<file path="src/rtl/spart_send_queue_pkg.sv">
// Shared definitions for the SPART send path: drain FSM encoding,
// SPART register addresses and the default queue depth.
package spart_send_queue_pkg;

  localparam int DEFAULT_DEPTH = 4;

  localparam logic [1:0] ST_IDLE  = 2'd0;
  localparam logic [1:0] ST_WRITE = 2'd1;
  localparam logic [1:0] ST_GAP   = 2'd2;

  localparam logic [2:0] SPART_ADDR_TX      = 3'h0;
  localparam logic [2:0] SPART_ADDR_STATUS  = 3'h1;
  localparam logic [2:0] SPART_ADDR_BAUD_LO = 3'h2;
  localparam logic [2:0] SPART_ADDR_BAUD_HI = 3'h3;

  // A write is followed by one idle cycle before the next pop can be considered.
  function automatic logic [1:0] drain_next(input logic [1:0] st, input logic start);
    case (st)
      ST_IDLE:  drain_next = start ? ST_WRITE : ST_IDLE;
      ST_WRITE: drain_next = ST_GAP;
      default:  drain_next = ST_IDLE;
    endcase
  endfunction

endpackage

</file>
<file path="src/rtl/sync_fifo_ptr.sv">
// Pointer, occupancy and full/empty bookkeeping for a power-of-two circular buffer.
module sync_fifo_ptr
  import spart_send_queue_pkg::*;
#(
  parameter int DEPTH = DEFAULT_DEPTH
) (
  input  logic                       clk,
  input  logic                       rst_n,
  input  logic                       push_req,
  input  logic                       pop,
  output logic                       push,
  output logic [$clog2(DEPTH)-1:0]   wr_ptr,
  output logic [$clog2(DEPTH)-1:0]   rd_ptr,
  output logic [$clog2(DEPTH):0]     count,
  output logic                       full,
  output logic                       empty
);

  localparam int AW = $clog2(DEPTH);
  localparam int CW = AW + 1;

  logic [AW-1:0] wr_ptr_reg;
  logic [AW-1:0] rd_ptr_reg;
  logic [CW-1:0] count_reg;

  // Flags come from the registered count only, so a pop never frees room
  // for a push on the same edge.
  assign full   = (count_reg == CW'(DEPTH));
  assign empty  = (count_reg == '0);
  assign push   = push_req && !full;
  assign wr_ptr = wr_ptr_reg;
  assign rd_ptr = rd_ptr_reg;
  assign count  = count_reg;

  always_ff @(posedge clk or negedge rst_n) begin
    if (!rst_n) begin
      wr_ptr_reg <= '0;
      rd_ptr_reg <= '0;
      count_reg  <= '0;
    end else begin
      if (push) wr_ptr_reg <= wr_ptr_reg + AW'(1);
      if (pop)  rd_ptr_reg <= rd_ptr_reg + AW'(1);
      case ({push, pop})
        2'b10:   count_reg <= count_reg + CW'(1);
        2'b01:   count_reg <= count_reg - CW'(1);
        default: count_reg <= count_reg;
      endcase
    end
  end

endmodule

</file>
<file path="src/rtl/spart_send_queue.sv">
// Queues EX-stage SPART send requests and drains them as single-cycle
// register writes, at most one every three cycles.
module spart_send_queue
  import spart_send_queue_pkg::*;
#(
  parameter int DEPTH  = DEFAULT_DEPTH,
  parameter int DATA_W = 16
) (
  input  logic                     clk,
  input  logic                     rst_n,
  input  logic                     send,
  input  logic [2:0]               spart_addr,
  input  logic [DATA_W-1:0]        send_data,
  output logic                     full,
  output logic                     empty,
  output logic [$clog2(DEPTH):0]   count,
  input  logic                     tx_ready,
  output logic                     tx_wr,
  output logic [2:0]               tx_addr,
  output logic [DATA_W-1:0]        tx_data
);

  localparam int AW = $clog2(DEPTH);
  localparam int EW = DATA_W + 3;

  logic [EW-1:0]     mem [DEPTH];
  logic [AW-1:0]     wr_ptr;
  logic [AW-1:0]     rd_ptr;
  logic              push;
  logic              pop;
  logic [1:0]        state_reg;
  logic [1:0]        state_next;
  logic [2:0]        tx_addr_reg;
  logic [DATA_W-1:0] tx_data_reg;

  sync_fifo_ptr #(.DEPTH(DEPTH)) u_ptr (
    .clk      (clk),
    .rst_n    (rst_n),
    .push_req (send),
    .pop      (pop),
    .push     (push),
    .wr_ptr   (wr_ptr),
    .rd_ptr   (rd_ptr),
    .count    (count),
    .full     (full),
    .empty    (empty)
  );

  assign pop        = (state_reg == ST_IDLE) && !empty && tx_ready;
  assign state_next = drain_next(state_reg, pop);
  // Decoded from the state register so reset drops the strobe immediately.
  assign tx_wr      = (state_reg == ST_WRITE);
  assign tx_addr    = tx_addr_reg;
  assign tx_data    = tx_data_reg;

  always_ff @(posedge clk) begin
    if (push) mem[wr_ptr] <= {spart_addr, send_data};
  end

  always_ff @(posedge clk or negedge rst_n) begin
    if (!rst_n) begin
      state_reg   <= ST_IDLE;
      tx_addr_reg <= SPART_ADDR_TX;
      tx_data_reg <= '0;
    end else begin
      state_reg <= state_next;
      if (pop) {tx_addr_reg, tx_data_reg} <= mem[rd_ptr];
    end
  end

endmodule
</file>
<file path="config.mk">
export PLATFORM = sky130hd
export DESIGN_NAME = spart_send_queue
export DESIGN_NICKNAME = d
export VERILOG_FILES = /design/src/rtl/spart_send_queue_pkg.sv /design/src/rtl/sync_fifo_ptr.sv /design/src/rtl/spart_send_queue.sv
export SDC_FILE = /design/constraint.sdc
export NUM_CORES = 1
export LEC_CHECK = 0
export BUFFER_PORTS_ARGS = -buffer_cell sky130_fd_sc_hd__buf_2
export CORE_UTILIZATION = 57
export CTS_CLUSTER_DIAMETER = 200
export DETAILED_ROUTE_END_ITERATION = 6
export PLACE_DENSITY = 0.78
export SYNTH_ARGS = -nofsm -noshare
export SYNTH_HDL_FRONTEND = slang
export SYNTH_SLANG_ARGS = --single-unit
</file>
<file path="constraint.sdc">
create_clock -name clk -period 2.7 [get_ports clk]
set_input_delay 0.135 -clock clk [delete_from_list [all_inputs] [get_ports clk]]
set_output_delay 0.135 -clock clk [all_outputs]
set_load 0.03 [all_outputs]
</file>
==> results.toml, run 1 <==
[route]
first_pass_iters = 4
postRouteWirelength_um = 6273
vias_per_cell = 5.362
ant_nets = 0
drt_iter0_markers = 106
drc = 0
num_vias = 1850
wire_per_inst_um = 18.18

[floorplanning]
fp.dieW_um = 85.26
die_h_um = 85.26
die-area_mm2 = 0.007269
coreArea_mm2 = 0.006531
initial_core_util_pct = 60.50
ios = 48
rows = 29

[cells_and_area]
diodes = 0
fin_nets = 292
final-seq-area_mm2 = 0.002983
fill_cells = 403
largest_reg_flops = 76
drive_gt1_share_pct = 41.42
multiInputGateArea_um2 = 887.1
syn2layout_area_growth_pct = 18.40

[place]
place_congestion = 0.6610
dp_slack_ps = 705.0
port_buffers = 47
hpwl_um = 3933

[power]
powerDensity_mw_per_mm2 = 1113
leakage_nw = 1.801
total_power_w = 0.005205
ir_drop_mv = 0.5485

[timing]
slew_headroom_pct = 55.01
fin_worst_skew_ps = 8.454
post-route-min-period_ps = 2007
hold_slack_ps = 15.43
fin_setup_tns_ps = 0
grt_setup_unrepaired = "false"
finalSetupViolCount = 0
setup_ws_ps = 692.8
finalHoldViolations = 0
maxSlewViolCount = 0
timing.final.crit_share_pct = 74.34
fmax_mhz = 498.2
worst_pin_slew_ps = 674.9

[status]
status = "finished clean"

[synth]
yosysSeqAreaShare_pct = 75.49
synth_cell_type_count = 20
synth_common_cells = "edfxtp_1 (76), dfrtp_1 (28), mux2_2 (20), mux4_2 (18), inv_1 (9)"
synth_area_leaders = "edfxtp_1 (58%), dfrtp_1 (18%), mux4_2 (10%)"
ys_ff_latch = 104
synthArstFlopShare_pct = 26.92
synth-edff-count = 76
synth_warnings = 0
syn_area_mm2 = 0.003951
synth.avg_cell_area_um2 = 21.59
synth-main-ff-cell = "edfxtp_1"
synthCells = 183
yosys.area.top_type_share_pct = 57.76
synth_top_cell_by_area = "edfxtp_1"
synth.most_common_cell = "edfxtp_1"
synth_nets = 212

[critical_path]
start_kind = "flop"
r2r_slack_ps = 690
path_class = "reg -> reg"
worstPathCellList = "nor3b_2, nor2b_1, inv_1, ha_1, inv_1, fa_1, mux2i_1"
critPathMaxStageDelay_ps = 430
crit_arrival_ps = 2290
timing.critical_path.mode_cell = "inv_1"
slowest_stage = "dfrtp_1"
crit_fanout = 7
crit_required_ps = 2980
cp-end-kind = "flop"
rr_worst_depth = 7

[min_path]
min_path_type = "in -> reg"
hold_depth = 1

[cts]
cts_root_buf = "clkbuf_8"
clock_sinks = 104
cts_buffers = 9
cts_htree_levels = 3
cts_resized = 0
clk-insertion-delay-late_ps = 360
max-clock-path-buffers = 2
cts_tree = "built"
clk_pin_slew_ps = 90

[job]
cap_violations = 0

[grt]
grt_pass1_wl_um = 10250
grt_overflow = 0
grt_pass1_vias = 1977
antenna_found_initial = 0
grt_use_total_pct = 19.84
grt_start_max_net_pins = 29
-- cells in the final DEF (no fill, tap or decap) --
master,count
edfxtp_1,76
buf_2,47
dfrtp_1,28
mux2_2,20
dlygate4sd3_1,19
mux4_2,18
inv_1,9
clkbuf_8,9
buf_4,9
ha_1,5
and2_1,4
xnor2_1,4
clkinv_2,3
nor2b_1,2
nor2_1,2
xor2_1,2
nor3b_2,1
or3_4,1
nand3_2,1
mux2i_1,1
nand4_1,1
mux4_1,1
fa_1,1
clkinv_1,1
bufinv_16,1
inv_6,1
clkbuf_1,1
-- per-layer routing --
| metal | global-route usage (%) | vias to the layer above | share of wire [%] |
|---|---|---|---|
| met3 | 5.058 | 8 | 3.6 |
| met4 | 6.818 | 0 | 1.5 |
| met1 | 26.44 | 927 | 44 |
| met2 | 32.48 | 47 | 51 |
| li1 | - | 868 | - |
| met5 | 0 | - | 0 |
-- cell type report --
class,instances,area share [%]
tap,77,2.059
timing repair buffer,75,10.54
clock buffer,10,2.728
sequential,104,63.76
inverter,9,0.7221
clock inverter,6,1.230
multi-input combinational,64,18.96
-- metrics by stage --
stage,instance area [µm²],util [%],std cells
after detailed placement,4303,65.88,310
after global placement,4303,65.88,310
final,4678,71.63,345
after floorplan,3956,-,183
after CTS,4678,71.63,345
after global routing,4678,71.63,345
-- logic make-up after synthesis --
kind of cell               share of synthesized area, %
buffers and inverters                             2.185
xor gates and xnor gates                          1.330
and+or+nand+nor                                   2.027
DFF                                               75.49
muxes                                             16.88
adders and majority gates                         2.090
-- what timing repair did --
| item | CTS | global route |
|---|---|---|
| buffers inserted | 0 | 0 |
| hold buffers | 19 | 0 |
| hold endpoints to repair | 96 | 0 |
-- critical path: cells and delay by family, from the launching register on --
family	cells	cell delay, ps
DFF	1	430
buffers and inverters	2	160
muxes	1	140
adders and majority gates	2	630
and+or+nand+nor	2	560
-- power breakdown --
part / switching (W) / internal, W / total (W)
combinational: 0.00106 / 0.000840 / 0.00190
clock: 0.000499 / 0.000425 / 0.000924
sequential: 0.000188 / 0.00219 / 0.00238
total: 0.00175 / 0.00346 / 0.00521
-- path summary, 6_finish.rpt --
path | startpoint | to
setup / recovery | u_ptr.count[2]$_DFFE_PN0P_ | u_ptr.count[1]$_DFFE_PN0P_
hold / removal | send_data[14] | mem[2][14]$_DFFE_PP_
setup reg to reg | u_ptr.count[2]$_DFFE_PN0P_ | u_ptr.count[1]$_DFFE_PN0P_
hold reg to reg | state_reg[1]$_DFF_PN0_ | state_reg[1]$_DFF_PN0_
max in group asynchronous | rst_n | state_reg[1]$_DFF_PN0_
min in group asynchronous | rst_n | u_ptr.count[2]$_DFFE_PN0P_
(Power assumes the default switching activity.)
==> run 2, diff against run 1 <==
- ABC_AREA: not set -> 1
- CORE_UTILIZATION: 57 -> 52
- PLACE_DENSITY: 0.78 -> 0.75
- clock period: 2.7 -> 1.7 ns (I/O delays scaled with it)
==> results.toml, run 2 <==
[grt]
met3_usage_pct = 3.623
busiest_layer = "met2"
grt_pass1_vias = 2906
grt_overflow = 0
antenna_found_initial = 0
grt_pass1_wl_um = 14100
use_met2_pct = 36.35
grt_use_total_pct = 21.54
met1_usage_pct = 27.74
grt_start_max_net_pins = 29

[synth]
yosys.area_share.xor_xnor_pct = 0.7872
synth.most_common_cell = "nand2_1"
synth_top_cell_by_area = "edfxtp_1"
synthAdderAreaFrac_pct = 1.855
synth_warnings = 0
synth-main-ff-cell = "edfxtp_1"
synth_cell_type_count = 21
synthCells = 438
yosys.area.top_type_share_pct = 51.28
synthArstFlopShare_pct = 26.92
synth_common_cells = "nand2_1 (153), inv_1 (91), edfxtp_1 (76), nand3_1 (39), dfrtp_1 (28)"
synth_nets = 467
syn_area_mm2 = 0.004451
synth.avg_cell_area_um2 = 10.16
synthSimpleGateAreaFrac_pct = 19.82
yosysSeqAreaShare_pct = 67.02
synth_mux_area_share_pct = 0
ys_ff_latch = 104
synth-edff-count = 76
synth_top_family_by_area = "simple AND/OR/NAND/NOR gates"
synth_area_leaders = "edfxtp_1 (51%), dfrtp_1 (16%), nand2_1 (13%)"
synth-compound-area-share_pct = 0.2249

[power]
leakage_nw = 2.616
p_sw_share_pct = 40.44
p_switching_w = 0.003707
total_power_w = 0.009166
power_frac_clock_pct = 17.0
seqPwrFrac_pct = 40.7
intPower_w = 0.005459
comb_power_share_pct = 42.3
powerDensity_mw_per_mm2 = 1707
ir_drop_mv = 0.6954

[status]
status = "finished clean"

[cells_and_area]
drive_gt1_share_pct = 21.18
fin_cells = 629
syn2layout_area_growth_pct = 20.69
layout_commonest_cell = "nand2_1"
fill_cells = 642
layout_common_cells = "nand2_1 (150), inv_1 (89), edfxtp_1 (76)"
fin_nets = 548
largest_reg_flops = 76
diodes = 0

[floorplanning]
ios = 48
die_h_um = 94.52
coreArea_mm2 = 0.008258
initial_core_util_pct = 53.89
fp.dieW_um = 94.52
rows = 33
die-area_mm2 = 0.008933

[cts]
clock_sinks = 104
max-clock-path-buffers = 2
cts_root_buf = "clkbuf_8"
cts_buffers = 9
cts_tree = "built"
cts_htree_levels = 3
clk_pin_slew_ps = 100
clk-insertion-delay-late_ps = 370

[timing]
fmax_mhz = 604.0
post-route-min-period_ps = 1656
maxSlewViolCount = 0
finalSetupViolCount = 0
timing.final.crit_share_pct = 97.40
setup_ws_ps = 44.27
grt_setup_unrepaired = "true"
finalHoldViolations = 0
fin_worst_skew_ps = 15.09
slew_headroom_pct = 55.19
worst_pin_slew_ps = 672.1

[place]
dp_slack_ps = 5.762
hpwl_um = 5322
port_buffers = 47
place_congestion = 0.7640
dpl.cell_count = 593

[route]
ant_nets = 0
vias_per_cell = 4.769
wire_per_inst_um = 13.34
first_pass_iters = 4
postRouteWirelength_um = 8391
drc = 0
num_vias = 3000
drt_iter0_markers = 183

[min_path]
min_path_type = "in -> reg"

[critical_path]
crit_arrival_ps = 1910
crit_family = "adder cells"
critPathMaxStageDelay_ps = 430
cp-end-kind = "flop"
slowest_stage = "dfrtp_2"
crit_required_ps = 1950
start_kind = "flop"
path_class = "reg -> reg"
worstPathCellList = "nor2_4, nand2_2, nand2_4, ha_4, inv_2, fa_2, nand2_1, nand3b_1, xor2_1"
path_buf_inv = 1
crit_fanout = 2

[job]
cap_violations = 0
-- run 2: cell count changes in the layout (fill, tap and decap cells not counted), moves of 3 or more --
cell / before / now
dfrtp_2: 0 / 3
nor2_2: 0 / 4
inv_2: 0 / 5
clkinv_2: 3 / 0
and2_1: 4 / 0
mux4_2: 18 / 0
nand3_1: 0 / 39
buf_12: 0 / 4
inv_1: 9 / 89
mux2_2: 20 / 0
buf_4: 9 / 15
nand2_2: 0 / 12
dfrtp_1: 28 / 25
nand2_1: 0 / 150
-- run 2: cell type report --
cell class                 instances  area [µm²]  share of cell area [%]
sequential                       104        2987                   55.60
multi-input combinational        224        1070                   19.92
timing repair buffer              86       628.1                   11.69
inverter                          94       352.8                   6.569
tap                              105       131.4                   2.446
clock buffer                      10       127.6                   2.376
clock inverter                     6       75.07                   1.398
-- run 2: worst register-to-register path: stages (launching register included) --
cell      delay [ps]
dfrtp_2          430
nor2_4           130
nand2_2           80
nand2_4           80
ha_4             140
inv_2             40
fa_2             330
nand2_1           70
nand3b_1          80
xor2_1           170
-- run 2: cell families (layout without fill, tap and decap cells) --
group                      count (synthesis)  in the layout
adders and majority gates                  6              6
AOI/OAI and AO/OA                          2              2
buffers and inverters                    110            196
xor gates and xnor gates                   4              4
and+or+nand+nor                          212            212
DFF                                      104            104
-- run 2: final timing paths --
kind / start / end / slack, ps / cells after the start
max: u_ptr.count[1]$_DFFE_PN0P_ / u_ptr.count[2]$_DFFE_PN0P_ / 40 / 9
min: send / u_ptr.wr_ptr[1]$_DFFE_PN0P_ / 20 / 3
max in group asynchronous: rst_n / u_ptr.count[2]$_DFFE_PN0P_ / 940 / 2
min in group asynchronous: rst_n / tx_data[14]$_DFFE_PN0N_ / 280 / 2
max reg2reg: u_ptr.count[1]$_DFFE_PN0P_ / u_ptr.count[2]$_DFFE_PN0P_ / 40 / 9
min reg2reg: tx_data[13]$_DFFE_PN0N_ / tx_data[13]$_DFFE_PN0N_ / 480 / 2
-- run 2: metrics by stage --
stage / hold slack (ps) / area (µm²) / TNS, ps / utilization [%]
2_1_floorplan: -210.6 / 4503 / -186.5 / -
3_3_place_gp: 153.1 / 4954 / 0 / 59.98
3_5_place_dp: 165.1 / 4954 / 0 / 59.98
4_1_cts: 19.18 / 5361 / 0 / 64.92
5_1_grt: 26.75 / 5371 / -39.50 / 65.05
6_report: 24.92 / 5371 / 0 / 65.05
-- run 2: repair_timing --
item | in CTS | in global routing
hold buffers | 20 | 0
endpoints found under the setup margin | 1 | 2
hold endpoints to repair | 104 | 0
buffers inserted | 0 | 0
cloned | 0 | 0
gates resized for setup | 2 | 2
pin swaps | 0 | 3
-- run 2: power groups by stage --
stage / Clock, W / Combinational [W] / Sequential [W]
finish: 0.00156 / 0.00388 / 0.00373
floorplan: 0 / 0.00222 / 0.00426
detailed placement: 0 / 0.00387 / 0.00377
CTS: 0.00158 / 0.00392 / 0.00372
global placement: 0 / 0.00374 / 0.00374
global route: 0.00168 / 0.00435 / 0.00380
-- run 2: routing by layer --
| layer | up-vias | routed length (µm) |
|---|---|---|
| met5 | - | 0 |
| met4 | 0 | 157 |
| met3 | 11 | 378 |
| met2 | 73 | 4256 |
| met1 | 1414 | 3598 |
| li1 | 1502 | - |
==> run 3, diff against run 2 <==
- ABC_AREA: 1 -> not set
- CORE_UTILIZATION: 52 -> 51
- PLACE_DENSITY: 0.75 -> 0.74
==> results.toml, run 3 (same netlist as run 1, synthesis figures left out) <==
[critical_path]
crit_arrival_ps = 2010
r2r_slack_ps = -90
cp-end-kind = "flop"
crit_fanout = 3
crit_required_ps = 1930
path_class = "reg -> reg"
start_kind = "flop"

[place]
place_congestion = 0.6640
place_area_mm2 = 0.004478
port_buffers = 47
hpwl_um = 4352

[timing]
finalHoldViolations = 0
fin_worst_skew_ps = 11.51
timing.final.crit_share_pct = 105.1
fmax_mhz = 559.5
slew_headroom_pct = 54.42
maxSlewViolCount = 0
hold_slack_ps = 70.49
post-route-min-period_ps = 1787
fin_setup_tns_ps = -170.9
setup_ws_ps = -87.23
grt_setup_unrepaired = "true"
finalSetupViolCount = 7
worst_pin_slew_ps = 683.7

[cells_and_area]
fin_area_mm2 = 0.004873
syn2layout_area_growth_pct = 23.34
drive_gt1_share_pct = 48.04
fin_nets = 305
diodes = 0
layout_common_cells = "edfxtp_1 (76), buf_2 (47), dfrtp_1 (25)"
multiInputGateArea_um2 = 923.4
fill_cells = 516
final-seq-area_mm2 = 0.002987
largest_reg_flops = 76
postLayoutCoreUtil_pct = 66.13
layout_commonest_cell = "edfxtp_1"

[grt]
grt_overflow = 0
grt_use_total_pct = 17.84
grt_pass1_vias = 2121
grt_start_max_net_pins = 29
grt_pass1_wl_um = 10750
antenna_found_initial = 0

[min_path]
min_path_type = "in -> reg"

[route]
postRouteWirelength_um = 6586
vias_per_cell = 5.200
wire_per_inst_um = 17.33
first_pass_iters = 4
drt_iter0_markers = 115
num_vias = 1976
drc = 0
ant_nets = 0

[floorplanning]
initial_core_util_pct = 53.62
fp.dieW_um = 90.02
coreArea_mm2 = 0.007370
die_h_um = 90.02
ios = 48
die-area_mm2 = 0.008104
rows = 31

[power]
ir_drop_mv = 0.7998
leakage_nw = 1.870
powerDensity_mw_per_mm2 = 1761
total_power_w = 0.008581

[cts]
clk_pin_slew_ps = 90
cts_buffers = 9
clock_sinks = 104
clk-insertion-delay-late_ps = 350
max-clock-path-buffers = 2
cts_root_buf = "clkbuf_8"
cts_htree_levels = 3
cts_tree = "built"

[status]
status = "complete, but fails checks"
failed_checks = "setup timing"

[job]
cap_violations = 0
==> run 3: cell count changes in the layout (fill, tap and decap cells not counted), sizes merged, moves of 2 or more <==
cell    change
inv        -87
xnor2       +2
and2        +4
nand3      -39
mux4       +19
clkinv      +3
nor2        -5
nor2b       +2
nand2     -163
o21ai       -2
mux2       +20
buf         +2
==> run 3: report_power, final <==
part	switching, W	internal [W]	leakage (nW)
clock network	0.000784	0.000675	0.0953
registers	0.000279	0.00349	1.02
logic	0.00178	0.00157	0.751
total	0.00284	0.00574	1.87
==> run 3: per-stage QoR <==
step | cells | worst slack (ps)
finish | 380 | -87.23
floorplan | 183 | -404.3
global placement | 343 | -55.45
CTS | 380 | -96.55
detailed placement | 343 | -95.97
global route | 380 | -183.5
==> run 3: repair_timing <==
| item | 4_1_cts | 5_1_grt |
|---|---|---|
| gates resized for setup | 1 | 0 |
| endpoints found under the setup margin | 21 | 21 |
| hold buffers | 20 | 0 |
| hold endpoints to repair | 104 | 0 |
| setup buffers | 1 | 0 |
| pin swaps | 2 | 3 |
==> run 3: path summary, 6_finish.rpt <==
kind                                            start                     endpoint  cells past startpoint
max                        u_ptr.count[0]$_DFFE_PN0P_   u_ptr.count[2]$_DFFE_PN0P_                      9
min                                          tx_ready  u_ptr.rd_ptr[1]$_DFFE_PN0N_                      3
max reg2reg                u_ptr.count[0]$_DFFE_PN0P_   u_ptr.count[2]$_DFFE_PN0P_                      9
min reg2reg                    state_reg[1]$_DFF_PN0_       state_reg[1]$_DFF_PN0_                      1
max in group asynchronous                       rst_n   u_ptr.count[2]$_DFFE_PN0P_                      2
min in group asynchronous                       rst_n       tx_data[4]$_DFFE_PN0N_                      2
==> run 3: area by class of cell <==
cell class / count / area share (%)
sequential: 104 / 61.28
multi-input combinational: 64 / 18.95
timing repair buffer: 88 / 12.68
clock buffer: 10 / 2.619
tap: 99 / 2.542
clock inverter: 6 / 1.232
inverter: 9 / 0.6932
==> run 3: routing by layer <==
layer  wire length (µm)  track usage [%]
met2               3412            30.60
met1               2845            23.17
met5                  0                0
met4                 85            6.452
met3                242            2.876
==> run 3: critical path, stage by stage, from the launching register on <==
cell,delay [ps]
dfrtp_2,440
or3_4,410
nand3_4,70
inv_2,40
ha_4,160
inv_2,50
fa_2,180
xor2_1,140
nor2_1,60
xor2_1,130
